## src/rtl/csr_seq_pkg.sv

```systemverilog
// rtl/csr_seq_pkg.sv - shared CSR addresses, op codes and sequencer states
package csr_seq_pkg;

    localparam logic [11:0] CSR_MSTATUS = 12'h300;
    localparam logic [11:0] CSR_MEPC    = 12'h341;
    localparam logic [11:0] CSR_MCAUSE  = 12'h342;

    localparam int MSTATUS_MIE  = 3;
    localparam int MSTATUS_MPIE = 7;
    localparam int MSTATUS_MPP  = 11;

    typedef enum logic [1:0] {
        OP_RO = 2'b00,
        OP_RW = 2'b01,
        OP_RS = 2'b10,
        OP_RC = 2'b11
    } csr_op_e;

    typedef enum logic [2:0] {
        ST_IDLE     = 3'd0,
        ST_EX_RD    = 3'd1,
        ST_EX_WR    = 3'd2,
        ST_TR_RD    = 3'd3,
        ST_TR_EPC   = 3'd4,
        ST_TR_CAUSE = 3'd5,
        ST_TR_STAT  = 3'd6
    } state_e;

endpackage

```

## src/rtl/csr_alu.sv

```systemverilog
// rtl/csr_alu.sv - combinational RW/RS/RC new-value and write-enable decision
module csr_alu
    import csr_seq_pkg::*;
#(
    parameter int DATA_W = 64
) (
    input  logic [1:0]        op,
    input  logic [DATA_W-1:0] old,
    input  logic [DATA_W-1:0] wdata,
    output logic [DATA_W-1:0] result,
    output logic              wen
);

    // Set/clear with a zero mask must not write, so side-effecting CSRs stay untouched.
    always_comb begin
        result = old;
        wen    = 1'b0;
        case (csr_op_e'(op))
            OP_RW: begin
                result = wdata;
                wen    = 1'b1;
            end
            OP_RS: begin
                result = old | wdata;
                wen    = |wdata;
            end
            OP_RC: begin
                result = old & ~wdata;
                wen    = |wdata;
            end
            default: begin
                result = old;
                wen    = 1'b0;
            end
        endcase
    end

endmodule

```

## src/rtl/csr_seq.sv

```systemverilog
// rtl/csr_seq.sv - CSR access and trap-entry sequencer in front of a CSR file
module csr_seq
    import csr_seq_pkg::*;
#(
    parameter int DATA_W = 64,
    parameter int ADDR_W = 12
) (
    input  logic              clk,
    input  logic              rst,
    input  logic              i_ex_req,
    input  logic [1:0]        i_ex_op,
    input  logic [ADDR_W-1:0] i_ex_addr,
    input  logic [DATA_W-1:0] i_ex_wdata,
    output logic              o_ex_ack,
    output logic [DATA_W-1:0] o_ex_rdata,
    input  logic              i_trap_req,
    input  logic [DATA_W-1:0] i_trap_pc,
    input  logic [DATA_W-1:0] i_trap_cause,
    output logic              o_trap_ack,
    output logic              o_csr_ren,
    output logic              o_csr_wen,
    output logic [ADDR_W-1:0] o_csr_addr,
    output logic [DATA_W-1:0] o_csr_wdata,
    input  logic [DATA_W-1:0] i_csr_rdata,
    output logic              o_busy
);

    state_e            state, next;
    logic [DATA_W-1:0] old_val;
    logic              capture;
    logic [DATA_W-1:0] alu_result;
    logic              alu_wen;
    logic [DATA_W-1:0] status_new;

    csr_alu #(.DATA_W(DATA_W)) u_alu (
        .op     (i_ex_op),
        .old    (old_val),
        .wdata  (i_ex_wdata),
        .result (alu_result),
        .wen    (alu_wen)
    );

    // Trap entry stacks MIE into MPIE, masks interrupts and records M-mode as previous privilege.
    always_comb begin
        status_new                      = old_val;
        status_new[MSTATUS_MPIE]        = old_val[MSTATUS_MIE];
        status_new[MSTATUS_MIE]         = 1'b0;
        status_new[MSTATUS_MPP+1 -: 2]  = 2'b11;
    end

    always_ff @(posedge clk or posedge rst) begin
        if (rst) begin
            state   <= ST_IDLE;
            old_val <= '0;
        end else begin
            state <= next;
            if (capture) old_val <= i_csr_rdata;
        end
    end

    always_comb begin
        next        = state;
        capture     = 1'b0;
        o_csr_ren   = 1'b0;
        o_csr_wen   = 1'b0;
        o_csr_addr  = '0;
        o_csr_wdata = '0;
        o_ex_ack    = 1'b0;
        o_ex_rdata  = '0;
        o_trap_ack  = 1'b0;
        case (state)
            ST_IDLE: begin
                if (i_trap_req)    next = ST_TR_RD;
                else if (i_ex_req) next = ST_EX_RD;
            end
            ST_EX_RD: begin
                o_csr_ren  = 1'b1;
                o_csr_addr = i_ex_addr;
                capture    = 1'b1;
                next       = ST_EX_WR;
            end
            ST_EX_WR: begin
                o_csr_addr  = i_ex_addr;
                o_csr_wdata = alu_result;
                o_csr_wen   = alu_wen;
                o_ex_ack    = 1'b1;
                o_ex_rdata  = old_val;
                next        = ST_IDLE;
            end
            ST_TR_RD: begin
                o_csr_ren  = 1'b1;
                o_csr_addr = ADDR_W'(CSR_MSTATUS);
                capture    = 1'b1;
                next       = ST_TR_EPC;
            end
            ST_TR_EPC: begin
                o_csr_wen   = 1'b1;
                o_csr_addr  = ADDR_W'(CSR_MEPC);
                o_csr_wdata = i_trap_pc;
                next        = ST_TR_CAUSE;
            end
            ST_TR_CAUSE: begin
                o_csr_wen   = 1'b1;
                o_csr_addr  = ADDR_W'(CSR_MCAUSE);
                o_csr_wdata = i_trap_cause;
                next        = ST_TR_STAT;
            end
            ST_TR_STAT: begin
                o_csr_wen   = 1'b1;
                o_csr_addr  = ADDR_W'(CSR_MSTATUS);
                o_csr_wdata = status_new;
                o_trap_ack  = 1'b1;
                next        = ST_IDLE;
            end
            default: next = ST_IDLE;
        endcase
    end

    assign o_busy = (state != ST_IDLE);

endmodule

```

## config.mk

```make
export PLATFORM = sky130hd
export DESIGN_NAME = csr_seq
export DESIGN_NICKNAME = d
export VERILOG_FILES = /design/src/rtl/csr_seq_pkg.sv /design/src/rtl/csr_alu.sv /design/src/rtl/csr_seq.sv
export SDC_FILE = /design/constraint.sdc
export NUM_CORES = 1
export LEC_CHECK = 0
export CAP_MARGIN = 10
export CORE_AREA = 2 2 162 164
export DETAILED_ROUTE_END_ITERATION = 10
export DIE_AREA = 0 0 164 166
export PLACE_DENSITY = 0.69
export SETUP_SLACK_MARGIN = 0.5
export SYNTH_ARGS = -nofsm -noshare
export SYNTH_HDL_FRONTEND = slang
export SYNTH_HIERARCHICAL = 1
export SYNTH_SLANG_ARGS = --single-unit
```

## constraint.sdc

```tcl
create_clock -name clk -period 2.2 [get_ports clk]
set_input_delay 0.33 -clock clk [delete_from_list [all_inputs] [get_ports clk]]
set_output_delay 0.33 -clock clk [all_outputs]
set_load 0.05 [all_outputs]
```

==> impl_metrics.tcl, run 1 <==
set metrics [dict create \
    avgSynthCellArea_sq_um 9.74 \
    worst_setup_path_start_kind "input port" \
    synth_area_sq_mm 0.00778 \
    setup_violations 144 \
    power_density_mw_per_mm2 1650 \
    place_congestion 0.853 \
    dp_hpwl_microns 27000 \
    clk_latency_ns 0.36 \
    final_nets 1652 \
    rsz0062_at_grt "yes" \
    grt_overflow 0 \
    status "complete, but fails checks" \
    synth-edff-count 0 \
    clock_path_buffers 2 \
    fin_skew_ns 0.0141 \
    cts_sinks 67 \
    portBuffers 418 \
    rows 59 \
    final_core_util_pct 74.3 \
    avgViaCountPerCell 5.83 \
    wl_per_cell_microns 29.1 \
    die_w_microns 164 \
    p_leak_nw 7.32 \
    synth_cell_types 43 \
    synth.most_common_cell "a21oi_1" \
    synth_fp_nets 1073 \
    core_sq_mm 0.0256 \
    ios 419 \
    via_count 10000 \
    area_growth_pct 145 \
    setup-tns-final_ns -18.07 \
    drt_iter0_drc 901 \
    seq_area_frac_synth_pct 21.5 \
    worstPathMaxFanout 3 \
    postRouteWirelength_microns 50000 \
    tritoncts "done" \
    finalCriticalPeriod_ns 2.62 \
    initial_utilization_pct 30.4 \
    fin_crit_sh_pct 119 \
    grt_max_degree 68 \
    grt_pass1_vias 10500 \
    min-delay-path-class "in -> async" \
    clockRootBuffer "clkbuf_16" \
    cp.arrival_ns 2.29 \
    fin_ws_ns -0.420 \
    drt_pre_antenna_iters 6 \
    post-route-drc-count 0 \
    grt_pass1_wl_microns 69800 \
    maxSlewViolCount 0 \
    crit_required_ns 1.87 \
    relSlewSlack_pct 54.3 \
    htreeDepth 3 \
    ys.flop_type "dfrtp_1" \
    yosys_warnings 6 \
    yosys_register_bits 67 \
    synthArstFlopShare_pct 100 \
    critPathKind "in -> out" \
    netlist.area_leader.share_pct 21.5 \
    violations "setup timing" \
    ys_top_cells_by_area "dfrtp_1 (22%), mux2_4 (9.5%), nand4bb_1 (8.8%), a21oi_1 (8.6%), mux2i_1 (8.0%)" \
    grt_use_total_pct 34.6 \
    power_mw 31.4 \
    drive_gt1_share_pct 51.0 \
    cp-end-kind "output pin" \
    dieHeight_microns 166 \
    dieArea_sq_mm 0.0272 \
    yosysTopAreaCell "dfrtp_1" \
    synth_common_cells "a21oi_1 (133), dfrtp_1 (67), and2_1 (64), xnor2_1 (64), nand4b_1 (63)" \
    cts_hold_buf 0 \
    syn_inst 799 \
    cts_buffers 9 \
    timing.fmax_mhz 382 \
    drv_cap 0 \
    path_clk_slew_ns 0.05 \
    antenna_found_initial 6 \
    hold_violations 0 \
    ant_nets 0 \
    vdd_drop_max_uv 1150 \
    tightest_slew_ns 0.679 \
]
[path summary, 6_finish.rpt]
path | from | endpoint | slack, ns | cells after the start
max | i_ex_wdata[26] | o_csr_wen | -0.42 | 9
min | rst | old_val[4] | 0.46 | 3
max reg2reg | state[0] | old_val[35] | 0.12 | 10
min reg2reg | old_val[11] | old_val[11] | 0.55 | 1
max in group asynchronous | rst | state[1] | 1.36 | 3
min in group clk | old_val[11] | old_val[11] | 0.55 | 1
[logic make-up after synthesis]
logic type	share of synthesized area (%)
flops	21.5
mux	19.6
buf+inv	8.07
simple gates	25.2
compound gates	18.2
xor+xnor	7.41
[registers in the layout (all words and copies together), names as in the netlist]
name     count
state        3
old_val     64
[routing by layer]
| metal | track usage (%) | vias up | part of all wire [%] |
|---|---|---|---|
| met2 | 56.1 | 663 | 47 |
| met3 | 8.77 | 174 | 9.3 |
| met1 | 42.2 | 4944 | 39 |
| met5 | 0 | - | 0.022 |
| met4 | 18.0 | 2 | 5.4 |
| li1 | - | 4263 | - |
[where the power goes]
part	switching [mW]	internal, mW	total (mW)
clock network	0.652	0.941	1.59
logic	12.5	14.5	27.0
registers	0.936	1.89	2.83
total	14.1	17.3	31.4
[area by class of cell]
type,count,area (sq um)
diodes,4,10.0
clock buffers,12,256
clock inverters,4,48.8
fillers,1600,6580
inverters,2,15.0
multi-input cells,635,7060
flip-flops and latches,67,1690
well taps,335,419
repair buffers,663,9540
[through the flow]
stage                     hold slack, ns  setup slack (ns)  instances  area, sq um
final                              0.456            -0.420       1722        19000
after floorplan                    0.455            0.0964        799         8450
after detailed placement           0.524            -0.998       1553        14700
after CTS                          0.468            -0.360       1687        18300
after global routing               0.484            -0.431       1721        19000
after global placement             0.512            -0.983       1553        14700
[what timing repair did]
action | CTS | global route
setup endpoints to repair | 147 | 209
buffers inserted | 65 | 21
gates cloned | 53 | 10
gates resized for setup | 398 | 90
pin swaps | 86 | 43
endpoints found under the hold margin | 0 | 0
[placed cells by master (no fill, tap or decap), types with 3 or more instances in the layout]
master and count:
clkdlybuf4s50_1 221, buf_12 173, a21oi_1 122, buf_4 85, and2_4 64, dfrtp_1 64, xnor2_1 64, nand4b_1 63
mux2_4 63, buf_16 59, buf_6 48, o211ai_4 37, mux2i_1 32, nand4bb_1 31, nand4bb_4 30, clkbuf_16 28
o211ai_1 26, mux2i_2 25, dlygate4sd2_1 24, buf_8 12, buf_2 10, a21oi_2 9, nor3b_4 8, nor4_1 6
mux2i_4 5, clkdlybuf4s15_2 5, diode_2 4, nor2_4 4, clkdlybuf4s15_1 4, nor4_4 4, nor4_2 4, o2bb2ai_4 3
nor2_1 3, dfrtp_4 3, nand4_1 3
[worst max-delay path, cell delays in order]
cell	delay, ns
buf_8	0.10
nor4_4	0.34
buf_4	0.22
nand4_1	0.17
or4_4	0.56
o21a_1	0.19
a21oi_2	0.17
a21oi_4	0.05
buf_8	0.15
Power figures use the tool's default switching activity.
==> inputs of run 2 (changes only) <==
Settings changed: CTS_CLUSTER_SIZE set to 16.
==> results of run 2 <==
Same layout as run 1: the final DEF is identical, and so are final timing and power.
==> inputs of run 3 (changes only) <==
Settings changed: CTS_CLUSTER_DIAMETER set to 200.
==> results of run 3 <==
Same layout as run 1: the final DEF is identical, and so are final timing and power.
